===== src/rtl/cb_rr_fifo_if.sv =====
// Handshake bundle for cb_rr_fifo: source write ports, sink dispatch ports,
// flush and occupancy. The buffer attaches through the slave modport.
interface cb_rr_fifo_if #(
  parameter int IN     = 2,
  parameter int OUT    = 1,
  parameter int DWIDTH = 32,
  parameter int BWIDTH = 3
);
  logic                         flush;
  logic [IN-1:0]                src_req;
  logic [IN-1:0][DWIDTH-1:0]    src_data;
  logic [IN-1:0]                src_gnt;
  logic [OUT-1:0]               snk_req;
  logic [OUT-1:0]               snk_vld;
  logic [DWIDTH-1:0]            snk_data;
  logic [BWIDTH:0]              count;

  modport master (
    output flush, src_req, src_data, snk_req,
    input  src_gnt, snk_vld, snk_data, count
  );

  modport slave (
    input  flush, src_req, src_data, snk_req,
    output src_gnt, snk_vld, snk_data, count
  );
endinterface


===== src/rtl/cb_rr_fifo.sv =====
// Round-robin many-to-many channel buffer: IN sources share one FIFO that
// dispatches round-robin to OUT sinks. Define CB_RR_FIFO_HWM_EN to add hwm.
module cb_rr_fifo #(
  parameter int IN     = 2,
  parameter int OUT    = 1,
  parameter int DWIDTH = 32,
  parameter int BWIDTH = 3
) (
  input  logic            clk,
  input  logic            rstn,
`ifdef CB_RR_FIFO_HWM_EN
  output logic [BWIDTH:0] hwm,
`endif
  cb_rr_fifo_if.slave     bus
);
  localparam int DEPTH = 1 << BWIDTH;
  localparam int IW    = (IN > 1) ? $clog2(IN) : 1;
  localparam int OW    = (OUT > 1) ? $clog2(OUT) : 1;
  localparam logic [BWIDTH:0] FULL_COUNT = (BWIDTH + 1)'(DEPTH);

  logic [DWIDTH-1:0] buff [DEPTH];

  logic [BWIDTH-1:0] wr_ptr_reg;
  logic [BWIDTH-1:0] rd_ptr_reg;
  logic [BWIDTH:0]   count_reg;
  logic [IW-1:0]     wr_rr_reg;
  logic [OW-1:0]     rd_rr_reg;
  logic [IN-1:0]     src_gnt_reg;
  logic [OUT-1:0]    snk_vld_reg;
  logic [DWIDTH-1:0] snk_data_reg;

  logic [IN-1:0]     wr_elig;
  logic [IN-1:0]     wr_elig_hi;
  logic [IN-1:0]     wr_onehot;
  logic [IW-1:0]     wr_sel;
  logic [IW-1:0]     wr_rr_next;
  logic [OUT-1:0]    rd_elig_hi;
  logic [OUT-1:0]    rd_onehot;
  logic [OW-1:0]     rd_sel;
  logic [OW-1:0]     rd_rr_next;
  logic              push;
  logic              pop;

  // A source granted last cycle is masked so it can present fresh data.
  for (genvar gi = 0; gi < IN; gi++) begin : g_wr
    assign wr_elig[gi]    = bus.src_req[gi] & ~src_gnt_reg[gi];
    assign wr_elig_hi[gi] = wr_elig[gi] & (IW'(gi) >= wr_rr_reg);
    assign wr_onehot[gi]  = (wr_sel == IW'(gi));
  end

  for (genvar gi = 0; gi < OUT; gi++) begin : g_rd
    assign rd_elig_hi[gi] = bus.snk_req[gi] & (OW'(gi) >= rd_rr_reg);
    assign rd_onehot[gi]  = (rd_sel == OW'(gi));
  end

  // Lowest requester at or above the RR pointer, else wrap to the lowest overall.
  always_comb begin
    wr_sel = '0;
    for (int k = IN - 1; k >= 0; k--) begin
      if ((|wr_elig_hi) ? wr_elig_hi[k] : wr_elig[k]) begin
        wr_sel = IW'(k);
      end
    end
  end

  always_comb begin
    rd_sel = '0;
    for (int k = OUT - 1; k >= 0; k--) begin
      if ((|rd_elig_hi) ? rd_elig_hi[k] : bus.snk_req[k]) begin
        rd_sel = OW'(k);
      end
    end
  end

  assign wr_rr_next = (wr_sel == IW'(IN - 1)) ? '0 : wr_sel + 1'b1;
  assign rd_rr_next = (rd_sel == OW'(OUT - 1)) ? '0 : rd_sel + 1'b1;

  // Full/empty come from the registered count only: no pass-through.
  assign push = (|wr_elig) & (count_reg < FULL_COUNT) & ~bus.flush;
  assign pop  = (|bus.snk_req) & (count_reg != '0) & ~bus.flush;

  always_ff @(posedge clk) begin
    if (push) begin
      buff[wr_ptr_reg] <= bus.src_data[wr_sel];
    end
  end

  always_ff @(posedge clk or negedge rstn) begin
    if (!rstn) begin
      wr_ptr_reg   <= '0;
      rd_ptr_reg   <= '0;
      count_reg    <= '0;
      wr_rr_reg    <= '0;
      rd_rr_reg    <= '0;
      src_gnt_reg  <= '0;
      snk_vld_reg  <= '0;
      snk_data_reg <= '0;
    end else if (bus.flush) begin
      wr_ptr_reg  <= '0;
      rd_ptr_reg  <= '0;
      count_reg   <= '0;
      src_gnt_reg <= '0;
      snk_vld_reg <= '0;
    end else begin
      if (push) begin
        wr_ptr_reg <= wr_ptr_reg + 1'b1;
        wr_rr_reg  <= wr_rr_next;
      end
      if (pop) begin
        rd_ptr_reg   <= rd_ptr_reg + 1'b1;
        rd_rr_reg    <= rd_rr_next;
        snk_data_reg <= buff[rd_ptr_reg];
      end
      src_gnt_reg <= push ? wr_onehot : '0;
      snk_vld_reg <= pop ? rd_onehot : '0;
      unique case ({push, pop})
        2'b10:   count_reg <= count_reg + 1'b1;
        2'b01:   count_reg <= count_reg - 1'b1;
        default: count_reg <= count_reg;
      endcase
    end
  end

`ifdef CB_RR_FIFO_HWM_EN
  logic [BWIDTH:0] hwm_reg;

  // Tracks the registered count, so the peak shows up one cycle later.
  always_ff @(posedge clk or negedge rstn) begin
    if (!rstn) begin
      hwm_reg <= '0;
    end else if (bus.flush) begin
      hwm_reg <= '0;
    end else if (count_reg > hwm_reg) begin
      hwm_reg <= count_reg;
    end
  end

  assign hwm = hwm_reg;
`endif

  assign bus.src_gnt  = src_gnt_reg;
  assign bus.snk_vld  = snk_vld_reg;
  assign bus.snk_data = snk_data_reg;
  assign bus.count    = count_reg;
endmodule

===== src/flat_wrapper.sv =====
// flat-port wrapper written by rule: the top's interface ports become plain ports
module cb_rr_fifo_flat 
#(
  parameter int IN     = 2,
  parameter int OUT    = 1,
  parameter int DWIDTH = 32,
  parameter int BWIDTH = 3
)
  (clk, rstn, bus_flush, bus_src_req, bus_src_data, bus_snk_req, bus_src_gnt, bus_snk_vld, bus_snk_data, bus_count);
  cb_rr_fifo_if #(.IN(IN), .OUT(OUT), .DWIDTH(DWIDTH), .BWIDTH(BWIDTH)) bus_i ();
  input  logic clk;
  input  logic rstn;
  input wire logic [$bits(bus_i.flush)-1:0] bus_flush;
  input wire logic [$bits(bus_i.src_req)-1:0] bus_src_req;
  input wire logic [$bits(bus_i.src_data)-1:0] bus_src_data;
  input wire logic [$bits(bus_i.snk_req)-1:0] bus_snk_req;
  output wire logic [$bits(bus_i.src_gnt)-1:0] bus_src_gnt;
  output wire logic [$bits(bus_i.snk_vld)-1:0] bus_snk_vld;
  output wire logic [$bits(bus_i.snk_data)-1:0] bus_snk_data;
  output wire logic [$bits(bus_i.count)-1:0] bus_count;
  assign bus_i.flush = bus_flush;
  assign bus_i.src_req = bus_src_req;
  assign bus_i.src_data = bus_src_data;
  assign bus_i.snk_req = bus_snk_req;
  assign bus_src_gnt = bus_i.src_gnt;
  assign bus_snk_vld = bus_i.snk_vld;
  assign bus_snk_data = bus_i.snk_data;
  assign bus_count = bus_i.count;
  cb_rr_fifo #(.IN(IN), .OUT(OUT), .DWIDTH(DWIDTH), .BWIDTH(BWIDTH)) u_core (.clk(clk), .rstn(rstn), .bus(bus_i));
endmodule

===== config.mk =====
export PLATFORM = sky130hd
export DESIGN_NAME = cb_rr_fifo_flat
export DESIGN_NICKNAME = d
export VERILOG_FILES = /design/src/rtl/cb_rr_fifo_if.sv /design/src/rtl/cb_rr_fifo.sv /design/src/flat_wrapper.sv
export SDC_FILE = /design/constraint.sdc
export NUM_CORES = 1
export LEC_CHECK = 0
export CORE_MARGIN = 2
export CORE_UTILIZATION = 63
export CTS_BUF_LIST = sky130_fd_sc_hd__clkbuf_8 sky130_fd_sc_hd__clkbuf_16
export CTS_CLUSTER_DIAMETER = 60
export CTS_CLUSTER_SIZE = 30
export DETAILED_ROUTE_END_ITERATION = 7
export DONT_BUFFER_PORTS = 1
export PLACE_DENSITY = 0.8
export SYNTH_ARGS = -nofsm -noshare
export SYNTH_HDL_FRONTEND = slang
export SYNTH_SLANG_ARGS = --single-unit

===== constraint.sdc =====
create_clock -name clk -period 5.1 [get_ports clk]
set_input_delay 1.02 -clock clk [delete_from_list [all_inputs] [get_ports clk]]
set_output_delay 1.02 -clock clk [all_outputs]
set_load 0.01 [all_outputs]

==> results of run 1 <==
cell type report:
cell class | count | share of cell area (%)
inverters | 2 | 0.05831
multi-input cells | 389 | 24.18
diodes | 4 | 0.07775
repair buffers | 5 | 0.3888
clock inverters | 12 | 1.030
well taps | 234 | 2.274
flip-flops and latches | 302 | 68.68
clock buffers | 17 | 3.304
cell usage after synthesis (2+ instances only):
| master | n |
|---|---|
| dfrtp_1 | 46 |
| a22oi_1 | 64 |
| clkbuf_1 | 20 |
| xor2_1 | 2 |
| nand3_1 | 32 |
| ha_1 | 4 |
| xnor2_1 | 3 |
| nand2b_1 | 7 |
| mux2i_1 | 130 |
| mux2_2 | 32 |
| a211oi_1 | 2 |
| buf_2 | 20 |
| a21oi_1 | 4 |
| nand2_1 | 68 |
| nor3_1 | 4 |
| mux2_4 | 2 |
| edfxtp_1 | 256 |
| nor2b_1 | 4 |
| nor2_1 | 18 |
cells by family after synthesis:
kind of cell               count (synthesis)
xor gates and xnor gates                   6
muxes                                    164
DFF                                      302
and+or+nand+nor                          140
buffers and inverters                     43
adders and majority gates                  5
AOI/OAI and AO/OA                         74
cells in the final DEF (no fill, tap or decap), types with 4 or more instances in the layout:
master	count
edfxtp_1	256
mux2i_1	130
nand2_1	68
a22oi_1	64
dfrtp_1	45
mux2_2	32
nand3_1	32
clkbuf_16	17
nor2_1	10
nor2_4	8
nand2b_1	7
diode_2	4
a21oi_1	4
ha_1	4
buf_4	4
layer usage:
layer,GRT usage [%],up-vias,part of all wire [%]
met5,0,-,0.25
met4,6.045,8,1.9
met3,4.542,42,5.0
met2,38.80,145,50
met1,30.29,3046,43
li1,-,2782,-
worst min path at each step:
stage	start	cells after the start	slack [ns]	endpoint
floorplan	u_core.wr_rr_reg	2	0.47	u_core.wr_rr_reg
global placement	u_core.wr_rr_reg	2	0.49	u_core.wr_rr_reg
detailed placement	u_core.wr_rr_reg	2	0.53	u_core.wr_rr_reg
CTS	rstn	0	0.19	u_core.bus.snk_data[10]
global route	rstn	0	0.18	u_core.bus.snk_data[9]
finish	rstn	0	0.21	u_core.bus.snk_data[9]
metrics by stage:
step	setup slack, ns	util [%]
3_5_place_dp	1.758	65.57
2_1_floorplan	0.8262	-
5_1_grt	2.094	68.58
6_report	2.301	68.59
4_1_cts	2.251	68.54
3_3_place_gp	1.818	65.57
report_power, final:
| part | switching [mW] | internal, mW | total [mW] | leakage [nW] |
|---|---|---|---|---|
| clock network | 0.825 | 0.662 | 1.49 | 0.278 |
| registers | 0.283 | 3.07 | 3.35 | 2.90 |
| logic | 0.656 | 0.456 | 1.11 | 1.19 |
==> impl_metrics.ini, run 1 <==
[run_status]
outcome = completed

[global_routing]
grt_pass1_vias = 6233
overflow = 0
antenna_found_initial = 8
grt_max_degree = 72
track_usage_pct = 22.70
grt_pass1_wl_um = 34800

[layout]
area_growth_pct = 6.755
fin_nets = 792
fillers = 1208
seqCellArea_mm2 = 0.008842
fin_cells = 965
drive_gt1_share_pct = 12.10
final_cell_area_mm2 = 0.01287
multiInputGateArea_mm2 = 0.003113
largest_register_ff_count = 256

[critical_path]
cpLargestDelayFamily = simple AND/OR/NAND/NOR gates
critPathKind = reg2reg
rrSetupSlack_ns = 2.30
cp.arrival_ns = 3.20
crit_cells = 8
cp.buffers_inverters = 0
crit_start = u_core.bus.count[3]
critPathLaunchType = flop
worstPathRequired_ns = 5.50
r2r-start = u_core.bus.count[3]
crit_chain = or4_4 > nand3b_4 > nor2_1 > ha_1 > a21o_1 > a21oi_1 > nor3_1 > a211oi_1
cp-end-kind = flop
cp-endpoint = u_core.bus.count[3]
rr_endpoint = u_core.bus.count[3]
critPathMaxFanout = 34
slowest_delay_ns = 0.65
reg2reg_depth = 8
critPathSlowestCell = or4_4

[cts]
cts.sinks = 302
clkTransAtPathRegs_ns = 0.11
cts_made_buffers = 17
postCtsSetupBuffers = 0
clockBufferDepth = 3
ctsHoldBuffers = 0
cts_tree = done
cts_resized = 0
h-tree-depth = 1
clk_latency_ns = 0.50
clock-root-buffer = clkbuf_16

[detailed_routing]
drt-wirelength-per-cell_um = 23.27
drtAntennaViolNets = 0
first_pass_iters = 5
wirelength_um = 22460
vias = 6023
drt_iter0_drc = 405
drcViolationCount = 0
via_per_inst = 6.241

[timing]
finalClockSkew_ns = 0.01366
min_period_ns = 2.799
rsz0062_at_grt = false
tightest_slew_ns = 1.284
hold_slack_ns = 0.2090
finalCritPeriodShare_pct = 54.87
fmax_mhz = 357.3
final.setup.tns_ns = 0
timing.slew.headroom_pct = 14.19
drv_slew = 0
finalSetupViolations = 0
hold_viol = 0

[synthesis]
synthAdderAreaFrac_pct = 0.5810
yosys.area_share.simple_pct = 5.385
synth_xor_area_share_pct = 0.5914
seq_area_frac_synth_pct = 73.29
ys_types = 35
ys_ff_latch = 302
synthCells = 734
avgSynthCellArea_um2 = 16.43
synth_area_leaders = edfxtp_1, mux2i_1, dfrtp_1, a22oi_1, mux2_2
synth_mux_area_share_pct = 14.03
syn_nets = 809
synthArstFlopShare_pct = 15.23
synth_flop_cell = edfxtp_1
ys_warn_count = 0
synth_compound_area_share_pct = 4.513
synth_top_family_by_area = multiplexers
synth_edf_count = 256
synth_area_mm2 = 0.01206
synth_top_area_share_pct = 63.75
synth_top_area_cell = edfxtp_1

[placed_design]
gp_congestion = 0.7113
place_hpwl_um = 12610
placedCellCount = 932
port_buffers = 0
post_dp_cell_area_mm2 = 0.01231

[pwr]
power.leakage_nw = 4.364
p_total_mw = 5.952
ir_drop_uv = 343.5
power.density_mw_per_mm2 = 462.3

[die]
dieArea_mm2 = 0.02026
die_y_um = 142.4
core_mm2 = 0.01877
die_w_um = 142.4
io_pins = 109
num_rows = 50
initial_core_util_pct = 64.25

[flow_run]
max-cap-violations = 0

[hold_path]
min_path_type = in2async
No activity file was read; power rests on OpenSTA's default activity.
==> run 2: changes to the inputs <==
==> constraint.sdc (replaced) <==
create_clock -name clk -period 2.65 [get_ports clk]
set_input_delay 0.53 -clock clk [delete_from_list [all_inputs] [get_ports clk]]
set_output_delay 0.53 -clock clk [all_outputs]
set_load 0.01 [all_outputs]
==> impl_metrics.ini, run 2 (synthesis results as in run 1) <==
[timing]
drv_slew = 0
finalClockSkew_ns = 0.02771
hold_slack_ns = 0.06491
finalSetupViolations = 0
timing.slew.headroom_pct = 48.85
hold_viol = 0
fmax_mhz = 389.8
rsz0062_at_grt = false
finalCritPeriodShare_pct = 96.81
final.setup.tns_ns = 0
tightest_slew_ns = 0.7672
min_period_ns = 2.565

[critical_path]
critPathLaunchType = flop
worstPathRequired_ns = 2.84
cp-endpoint = u_core.buff[1][6]
critPathMaxFanout = 18
crit_start = u_core.bus.src_gnt[1]
reg2reg_depth = 5
critPathKind = reg2reg
cp-end-kind = flop
rr_endpoint = u_core.buff[1][6]
rrSetupSlack_ns = 0.08
r2r-start = u_core.bus.src_gnt[1]
cp.arrival_ns = 2.75

[cts]
cts.sinks = 302
h-tree-depth = 1
clk_latency_ns = 0.52
clock-root-buffer = clkbuf_16
cts_tree = done
clockBufferDepth = 3
clkTransAtPathRegs_ns = 0.09
cts_made_buffers = 18
cts_resized = 0

[global_routing]
grtUsageMet1_pct = 33.74
track_usage_pct = 24.31
grt_max_degree = 47
overflow = 0
antenna_found_initial = 0
grt_pass1_vias = 6634
grt_util_met3_pct = 3.062
grt_pass1_wl_um = 37150
grtUsageMet2_pct = 41.88
grt.busiest_layer = met2

[layout]
most-common-layout-cells = edfxtp_1, mux2i_1, nand2_1, a22oi_1, dfrtp_1
fillers = 1171
n_antenna_cell = 0
area_growth_pct = 10.02
drive_gt1_share_pct = 15.68
final_common_cell = edfxtp_1
seqCellArea_mm2 = 0.008842
fin_nets = 822
multiInputGateArea_mm2 = 0.003126
largest_register_ff_count = 256

[detailed_routing]
via_per_inst = 6.333
drcViolationCount = 0
vias = 6289
wirelength_um = 23850
drt-wirelength-per-cell_um = 24.02
first_pass_iters = 5
drt_iter0_drc = 549
drtAntennaViolNets = 0

[placed_design]
place_hpwl_um = 14460
gp_congestion = 0.7784
port_buffers = 0

[pwr]
power.leakage_nw = 4.560
power.density_mw_per_mm2 = 892.5
pwr-share-comb_pct = 20.1
ir_drop_uv = 719.8
clockPowerShare_pct = 25.5
switching_share_pct = 30.38
seqPwrFrac_pct = 54.4
p_switching_mw = 3.598
internal_power_mw = 8.244

[die]
die_y_um = 142.4
num_rows = 50
core_mm2 = 0.01877
die_w_um = 142.4
io_pins = 109
initial_core_util_pct = 64.25
dieArea_mm2 = 0.02026

[hold_path]
hold_path_depth = 1
min_path_type = in2reg
min_from = bus_flush

[flow_run]
max-cap-violations = 0

[run_status]
outcome = completed
[run 2: cell count changes in the layout (fill, tap and decap cells not counted), sizes merged]
cell         before  now
buf               5   33
diode             4    0
inv               9   11
clkbuf           17   18
clkinv            5    4
clkinvlp          0    1
dlygate4sd3       0    1
[run 2: metrics by stage]
step / total power [mW] / utilization (%) / std cells / setup WS [ns] / area (um2)
4_1_cts: 11.88 / 70.69 / 993 / 0.07999 / 13270
6_report: 11.84 / 70.69 / 993 / 0.08456 / 13270
3_3_place_gp: 8.750 / 67.25 / 959 / 0.1447 / 12620
5_1_grt: 12.36 / 70.69 / 993 / 0.003066 / 13270
3_5_place_dp: 8.908 / 67.25 / 959 / 0.1073 / 12620
2_1_floorplan: 8.128 / - / 734 / -0.2791 / 12070
[run 2: layer usage]
metal	wire [um]	share of wire [%]
met3	1493	6.3
met5	0	0
met1	9873	41
met4	310	1.3
met2	12170	51
[run 2: worst min-delay path by stage]
stage                             to
2_1_floorplan    u_core.bus.count[0]
3_3_place_gp   u_core.bus.src_gnt[1]
3_5_place_dp   u_core.bus.src_gnt[0]
4_1_cts         u_core.wr_ptr_reg[2]
5_1_grt         u_core.rd_ptr_reg[0]
6_report        u_core.wr_ptr_reg[1]
[run 2: area by class of cell]
| cell class | count | share of cell area [%] |
|---|---|---|
| clock buffer | 18 | 3.395 |
| clock inverter | 14 | 1.198 |
| multi-input combinational | 389 | 23.56 |
| sequential | 302 | 66.64 |
| tap | 234 | 2.207 |
| inverter | 2 | 0.05658 |
| timing repair buffer | 34 | 2.942 |
[run 2: power groups by stage]
stage	registers, mW	clock network (mW)	logic [mW]
floorplan	6.35	0	1.78
finish	6.44	3.02	2.38
global route	6.51	3.23	2.62
detailed placement	6.55	0	2.36
CTS	6.45	3.05	2.39
global placement	6.52	0	2.24
[run 2: critical path: stages, from the launching register on]
cell and delay, ns:
dfrtp_1 0.42, nand2b_1 0.26, a211oi_1 0.60, nand2_1 0.40, nor3_4 0.23, buf_4 0.32
[run 2: repair_timing]
item	CTS	global route
setup buffers	0	0
hold buffers	2	0
endpoints found under the hold margin	46	0
